`src/rtl/dot_prod_unit_pkg.sv`:
```
// dot_prod_unit_pkg: shared defaults and types for the dot-product unit
package dot_prod_unit_pkg;
    localparam int LANES_DEF      = 8;
    localparam int DATA_WIDTH_DEF = 32;
    typedef logic [LANES_DEF-1:0][DATA_WIDTH_DEF-1:0] lane_vec_t;
    typedef struct packed {
        logic valid;
        logic shift;
    } beat_t;
endpackage

```
`src/rtl/dot_prod_unit_add_tree_pipe.sv`:
```
// add_tree_pipe: pipelined pairwise reduction of LANES words with sideband and overflow
//   clk, rstn   clock, synchronous active-low reset
//   clear       synchronous flush of all stages
//   in_beat     sideband (valid, shift) entering with prod_in
//   prod_in     lane i at [i*DATA_WIDTH +: DATA_WIDTH]
//   sum_out     reduced sum, aligned with beat_out
//   beat_out    sideband leaving the last stage
//   ovf_out     registered pulse: a valid add overflowed somewhere in the tree
//   busy_out    any stage holds a valid beat
module add_tree_pipe
    import dot_prod_unit_pkg::*;
#(
    parameter int LANES      = LANES_DEF,
    parameter int DATA_WIDTH = DATA_WIDTH_DEF
) (
    input  logic                        clk,
    input  logic                        rstn,
    input  logic                        clear,
    input  beat_t                       in_beat,
    input  logic [LANES*DATA_WIDTH-1:0] prod_in,
    output logic [DATA_WIDTH-1:0]       sum_out,
    output beat_t                       beat_out,
    output logic                        ovf_out,
    output logic                        busy_out
);
    localparam int TREE_DEPTH = $clog2(LANES);
    localparam int MSB        = DATA_WIDTH - 1;

    // Heap-ordered tree: nodes 0..LANES-2 are registered sums, the rest are the raw lanes.
    // A complete tree keeps every path the same length, so one register per node aligns the levels.
    logic [DATA_WIDTH-1:0] node  [2*LANES-1];
    logic [DATA_WIDTH-1:0] sum_d [LANES-1];
    logic [DATA_WIDTH-1:0] sum_q [LANES-1];
    beat_t                 bt_d  [TREE_DEPTH];
    beat_t                 bt_q  [TREE_DEPTH];
    logic [TREE_DEPTH-1:0] vin;
    logic [LANES-2:0]      ov;
    logic                  ovf_d, ovf_q;

    always_comb begin
        for (int i = 0; i < LANES-1; i++) node[i] = sum_q[i];
        for (int i = 0; i < LANES; i++) node[LANES-1+i] = prod_in[i*DATA_WIDTH +: DATA_WIDTH];
        bt_d[0] = in_beat;
        vin[0]  = in_beat.valid;
        for (int s = 1; s < TREE_DEPTH; s++) begin
            bt_d[s] = bt_q[s-1];
            vin[s]  = bt_q[s-1].valid;
        end
    end

    for (genvar i = 0; i < LANES-1; i++) begin : g_node
        // level 1 sits just above the lanes, level TREE_DEPTH is the root
        localparam int LVL = TREE_DEPTH + 1 - $clog2(i + 2);
        logic [DATA_WIDTH-1:0] a, b;
        assign a        = node[2*i+1];
        assign b        = node[2*i+2];
        assign sum_d[i] = a + b;
        // only adds carrying a valid beat may raise overflow
        assign ov[i]    = vin[LVL-1] && (a[MSB] == b[MSB]) && (sum_d[i][MSB] != a[MSB]);
    end

    assign ovf_d = |ov;

    always_ff @(posedge clk) begin
        if (!rstn || clear) begin
            sum_q <= '{default: '0};
            bt_q  <= '{default: '0};
            ovf_q <= 1'b0;
        end else begin
            sum_q <= sum_d;
            bt_q  <= bt_d;
            ovf_q <= ovf_d;
        end
    end

    always_comb begin
        busy_out = 1'b0;
        for (int s = 0; s < TREE_DEPTH; s++) busy_out = busy_out | bt_q[s].valid;
    end

    assign sum_out  = sum_q[0];
    assign beat_out = bt_q[TREE_DEPTH-1];
    assign ovf_out  = ovf_q;
endmodule

```
`src/rtl/dot_prod_unit.sv`:
```
// dot_prod_unit: adder-tree reduction, cross-instruction accumulation and result-vector shifting
//   clk, rstn      clock, synchronous active-low reset
//   in_valid       one strobe per issued instruction
//   dot_prod_en    beat enters the tree only when set with in_valid
//   shift          1 = finish dot product into lane 0, 0 = accumulate
//   prod_in        PE products, lane i at [i*DATA_WIDTH +: DATA_WIDTH]
//   clear          synchronous flush of accumulator, result vector, pipeline and ovf
//   acc_out        current accumulator
//   r_vec_out      result vector, lane 0 = most recent dot product
//   out_valid      one-cycle pulse when a result lands in r_vec_out
//   busy           a valid beat is in the tree or accumulate stage
//   ovf            sticky signed overflow
module dot_prod_unit
    import dot_prod_unit_pkg::*;
#(
    parameter int LANES      = LANES_DEF,
    parameter int DATA_WIDTH = DATA_WIDTH_DEF
) (
    input  logic                        clk,
    input  logic                        rstn,
    input  logic                        in_valid,
    input  logic                        dot_prod_en,
    input  logic                        shift,
    input  logic [LANES*DATA_WIDTH-1:0] prod_in,
    input  logic                        clear,
    output logic [DATA_WIDTH-1:0]       acc_out,
    output logic [LANES*DATA_WIDTH-1:0] r_vec_out,
    output logic                        out_valid,
    output logic                        busy,
    output logic                        ovf
);
    localparam int MSB = DATA_WIDTH - 1;

    beat_t                       in_beat, t_beat;
    logic [DATA_WIDTH-1:0]       t_sum, sum;
    logic                        t_ovf, acc_ov, fin;
    logic [DATA_WIDTH-1:0]       acc_d, acc_q;
    logic [LANES*DATA_WIDTH-1:0] r_vec_d, r_vec_q;
    logic                        out_valid_d, out_valid_q;
    logic                        ovf_d, ovf_q;

    // a beat presented together with clear is dropped
    assign in_beat = '{valid: in_valid && dot_prod_en && !clear, shift: shift};

    add_tree_pipe #(.LANES(LANES), .DATA_WIDTH(DATA_WIDTH)) u_tree (
        .clk      (clk),
        .rstn     (rstn),
        .clear    (clear),
        .in_beat  (in_beat),
        .prod_in  (prod_in),
        .sum_out  (t_sum),
        .beat_out (t_beat),
        .ovf_out  (t_ovf),
        .busy_out (busy)
    );

    // acc_q already holds every earlier beat's update, so back-to-back beats need no bubble
    always_comb begin
        sum         = acc_q + t_sum;
        acc_ov      = (acc_q[MSB] == t_sum[MSB]) && (sum[MSB] != acc_q[MSB]);
        fin         = t_beat.valid && t_beat.shift;
        acc_d       = clear ? '0 : !t_beat.valid ? acc_q : t_beat.shift ? '0 : sum;
        r_vec_d     = clear ? '0 : fin ? {r_vec_q[(LANES-1)*DATA_WIDTH-1:0], sum} : r_vec_q;
        out_valid_d = !clear && fin;
        ovf_d       = !clear && (ovf_q || t_ovf || (t_beat.valid && acc_ov));
    end

    always_ff @(posedge clk) begin
        if (!rstn) begin
            acc_q       <= '0;
            r_vec_q     <= '0;
            out_valid_q <= 1'b0;
            ovf_q       <= 1'b0;
        end else begin
            acc_q       <= acc_d;
            r_vec_q     <= r_vec_d;
            out_valid_q <= out_valid_d;
            ovf_q       <= ovf_d;
        end
    end

    assign acc_out   = acc_q;
    assign r_vec_out = r_vec_q;
    assign out_valid = out_valid_q;
    assign ovf       = ovf_q;
endmodule

```
`config.mk`:
```
export PLATFORM = sky130hd
export DESIGN_NAME = dot_prod_unit
export DESIGN_NICKNAME = d
export VERILOG_FILES = /design/src/rtl/dot_prod_unit_pkg.sv /design/src/rtl/dot_prod_unit_add_tree_pipe.sv /design/src/rtl/dot_prod_unit.sv
export SDC_FILE = /design/constraint.sdc
export NUM_CORES = 1
export LEC_CHECK = 0
export ABC_AREA = 1
export BUFFER_PORTS_ARGS = -buffer_cell sky130_fd_sc_hd__buf_2
export CELL_PAD_IN_SITES_DETAIL_PLACEMENT = 0
export CELL_PAD_IN_SITES_GLOBAL_PLACEMENT = 1
export CORE_MARGIN = 2
export CORE_UTILIZATION = 43
export CTS_BUF_LIST = sky130_fd_sc_hd__clkbuf_16
export DETAILED_ROUTE_END_ITERATION = 8
export GPL_ROUTABILITY_DRIVEN = 0
export HOLD_SLACK_MARGIN = 0.02
export PLACE_DENSITY_LB_ADDON = 0.1
export SLEW_MARGIN = 20
export SYNTH_ARGS = -nofsm -noshare
export SYNTH_HDL_FRONTEND = slang
export SYNTH_HIERARCHICAL = 1
export SYNTH_SLANG_ARGS = --single-unit
```
`constraint.sdc`:
```
create_clock -name clk -period 3.45 [get_ports clk]
set_input_delay 0.345 -clock clk [delete_from_list [all_inputs] [get_ports clk]]
set_output_delay 0.345 -clock clk [all_outputs]
set_load 0.05 [all_outputs]
```
==> metrics <==
FMAX 375 MHz; syn avg cell area 6.57 um2; CP startpoint kind flip-flop; Total GRT Usage 28.0%; final setup fails 0; Routed Antenna Nets 0; vias in the first global route 29.6k; CTS tree built; CTS HTree Levels 2; Starting Density 43.4%; worst min-delay path class in -> reg; crit end category flip-flop; main flop type after synthesis dfxtp_1; root buf cell clkbuf_16; Least-Margin Pin Slew 989 ps; highest-delay cell along the critical path nor2_1; Die H 272 um; die area 74100 um2; CTS Buf Count 57; input/output buffers 552; core area 71400 um2; drt wl/cell 17.3 um; Post-Syn Nets 5232; vias post-DR 31.5k; DR vias/cell 5.07; Power Dens Cells 405 nW/um2; Max stage delay on crit path 490 ps; Num Clock Sinks 521; Crit path buffers/inverters 1; post-synthesis cell count 4714; Max clock buf depth 3; Area Overhead vs Synth 17.9%; Chip Width 272 um; drt first-iter violations 2295; Pre-antenna DRT Iters 5; Final Hold Violating Endpoints 0; critical path class reg -> reg; cell taking the most area after synthesis dfxtp_1; final WL 107 mm; CTS clk-pin slew, worst paths 60 ps; fin area 36500 um2; area of placed instances 34600 um2; critical path peak fanout 5; top cell type's share of synthesized area 33.7%; Max Clock Skew 48.4 ps; Post-CTS Setup Bufs 0; initial antenna violation count 6; Post-synth EDFFs 0; part of the power in registers 42.4%; Comb power frac 16.5%; first-pass GRT wire length 165 mm; Slew Viols, Final 0; Yosys cell types 50; VDD IR max 0.441 mV; crit-path cells ha_1 -> fa_1 -> nand2_1 -> nand2_1 -> o21ai_2 -> o21ai_2 -> a21oi_1 -> inv_1 -> nand2_1 -> nand3_1 -> nand2_1 -> nand2_1 -> nor2_1; status finished, final reports clean; share of cells above drive strength 1 13.7%; CTS Hold Buffers Added 1; post-layout minimum cycle time 2660 ps; Leak 0.0181 uW; Detailed Place HPWL 86.4 mm; Area contributors post-synth dfxtp_1 34%, nand2_1 13%, ha_1 10%; async set or reset register ratio after synthesis 0%; worst relative slew slack 34.0%; CP required 3910 ps; power consumption 14800 uW; sequential-to-total area share from yosys stat 33.7%; synthesized cell area 31000 um2; Pint 10400 uW; # IOs 553; critical path's top delay family simple AND/OR/NAND/NOR gates; Clock Latency Late Sink 650 ps; Net Sw Frac 29.4%; Max Cap Viol 0; Syn. warnings 6; DRC viols 0; largest net degree at the start of global routing 240; clock power share 41.1%; number of synthesized register bits 521; CTS resizes 0; Crit path top cell by count nand2_1; fin crit share 77.2%; worst slack, placed 881 ps; post-route setup slack 786 ps; RSZ-0062 raised after global routing no; CP arrival 3130 ps; nets 5738; Core Util, Final 51.1%; Psw 4340 uW; total negative slack 0 ps; FP Rows 98; Overflow after GRT 0
[per-layer routing]
layer	share of wire [%]	up-vias	global-route usage, %
li1	-	16400	-
met5	0.020	-	0
met3	5.3	158	3.29
met1	44	14100	36.6
met4	3.3	4	9.05
met2	47	906	47.9
[tightest hold or removal path: cells and delay by family]
kind	cells	cell delay, ps
buf+inv	2	120
simple gates	1	90
fa+ha+maj	1	110
[placed cells by master, fill, tap and decap left out, types with 5 or more instances in the layout]
master        n
o21a_1       28
buf_12        5
a21boi_0      6
a31oi_1      10
nand3_1     140
o21bai_1     37
o21ai_0     429
nand3b_1      9
or2_1         8
nand2_2      16
nor2_1      823
buf_4         7
a21oi_1     505
dfxtp_1     521
o21ai_2      19
nor3_1       43
clkinv_1     13
fa_1          8
nor2_2        7
bufinv_16     5
a211oi_1      6
ha_1        248
nor4_1       17
o211ai_1      6
nand4_1      18
nand2_1    1093
clkinv_2     10
a21o_1       22
o21ai_1      12
buf_2       552
inv_1       511
clkbuf_16    57
xor2_1       19
[power by group through the flow]
stage                     clock (uW)  combinational (uW)  sequential [uW]
after global placement             0                2410             6390
after CTS                       6190                2410             6270
final                           6060                2440             6260
after global routing            6470                2750             6270
after detailed placement           0                2390             6400
after floorplan                    0                1630             6360
[worst paths after layout]
path	to	cells after the start	slack (ps)	startpoint
worst max-delay path	u_tree/g_node[0].a[26]$_SDFF_PP0_	13	790	u_tree/g_node[1].a[0]$_SDFF_PP0_
worst min register to register	u_tree/bt_d[0]$_SDFF_PP0_	2	410	u_tree/bt_d[2]$_SDFF_PP0_
worst min-delay path	u_tree/g_node[2].b[0]$_SDFF_PP0_	4	80	prod_in[224]
worst max register to register	u_tree/g_node[0].a[26]$_SDFF_PP0_	13	790	u_tree/g_node[1].a[0]$_SDFF_PP0_
[cell families (layout without fill, tap and decap cells)]
group                      after synthesis  after routing  share of synthesized area, %
xor gates and xnor gates                22             22                         0.623
buffers and inverters                  628           1180                          7.79
DFF                                    521            521                          33.7
adders and majority gates              256            256                          10.5
other                                    0              2                             0
and+or+nand+nor                       2191           2191                          28.2
AOI/OAI and AO/OA                     1096           1096                          19.2
[area by class of cell]
type / instances / area [um2]
diodes: 2 / 5.00
clock buffers: 57 / 1430
clock inverters: 48 / 458
fillers: 7594 / 34900
inverters: 510 / 1920
multi-input cells: 3565 / 18100
flip-flops and latches: 521 / 10400
well taps: 950 / 1190
repair buffers: 565 / 2930
[synth_stat cells (5+ instances only)]
cell / count
nand2_1: 1094
nor2_1: 825
dfxtp_1: 521
inv_1: 507
a21oi_1: 505
o21ai_0: 429
ha_1: 248
nand3_1: 140
clkbuf_1: 89
nor3_1: 43
o21bai_1: 37
o21a_1: 28
a21o_1: 22
buf_2: 19
o21ai_2: 19
xor2_1: 19
nand4_1: 18
nor4_1: 17
nand2_2: 16
o21ai_1: 12
a31oi_1: 10
nand3b_1: 9
fa_1: 8
or2_1: 8
nor2_2: 7
a211oi_1: 6
a21boi_0: 6
o211ai_1: 6
buf_1: 5
[flip-flops by register name, indices dropped and copies added (netlist names)]
name	cells
u_tree/g_node.a	96
u_tree/g_node.b	96
out_valid	1
r_vec_out	256
u_tree/sum_out	32
u_tree/ovf_out	1
acc_out	32
u_tree/beat_out	2
ovf	1
u_tree/bt_d	4
[stage by stage]
| step | hold slack, ps | cells |
|---|---|---|
| after floorplan | 394 | 4714 |
| after global placement | 405 | 6110 |
| after detailed placement | 402 | 6110 |
| after CTS | 44.2 | 6216 |
| after global routing | 81.4 | 6217 |
| final | 76.3 | 6218 |
Power figures use the tool's default switching activity.
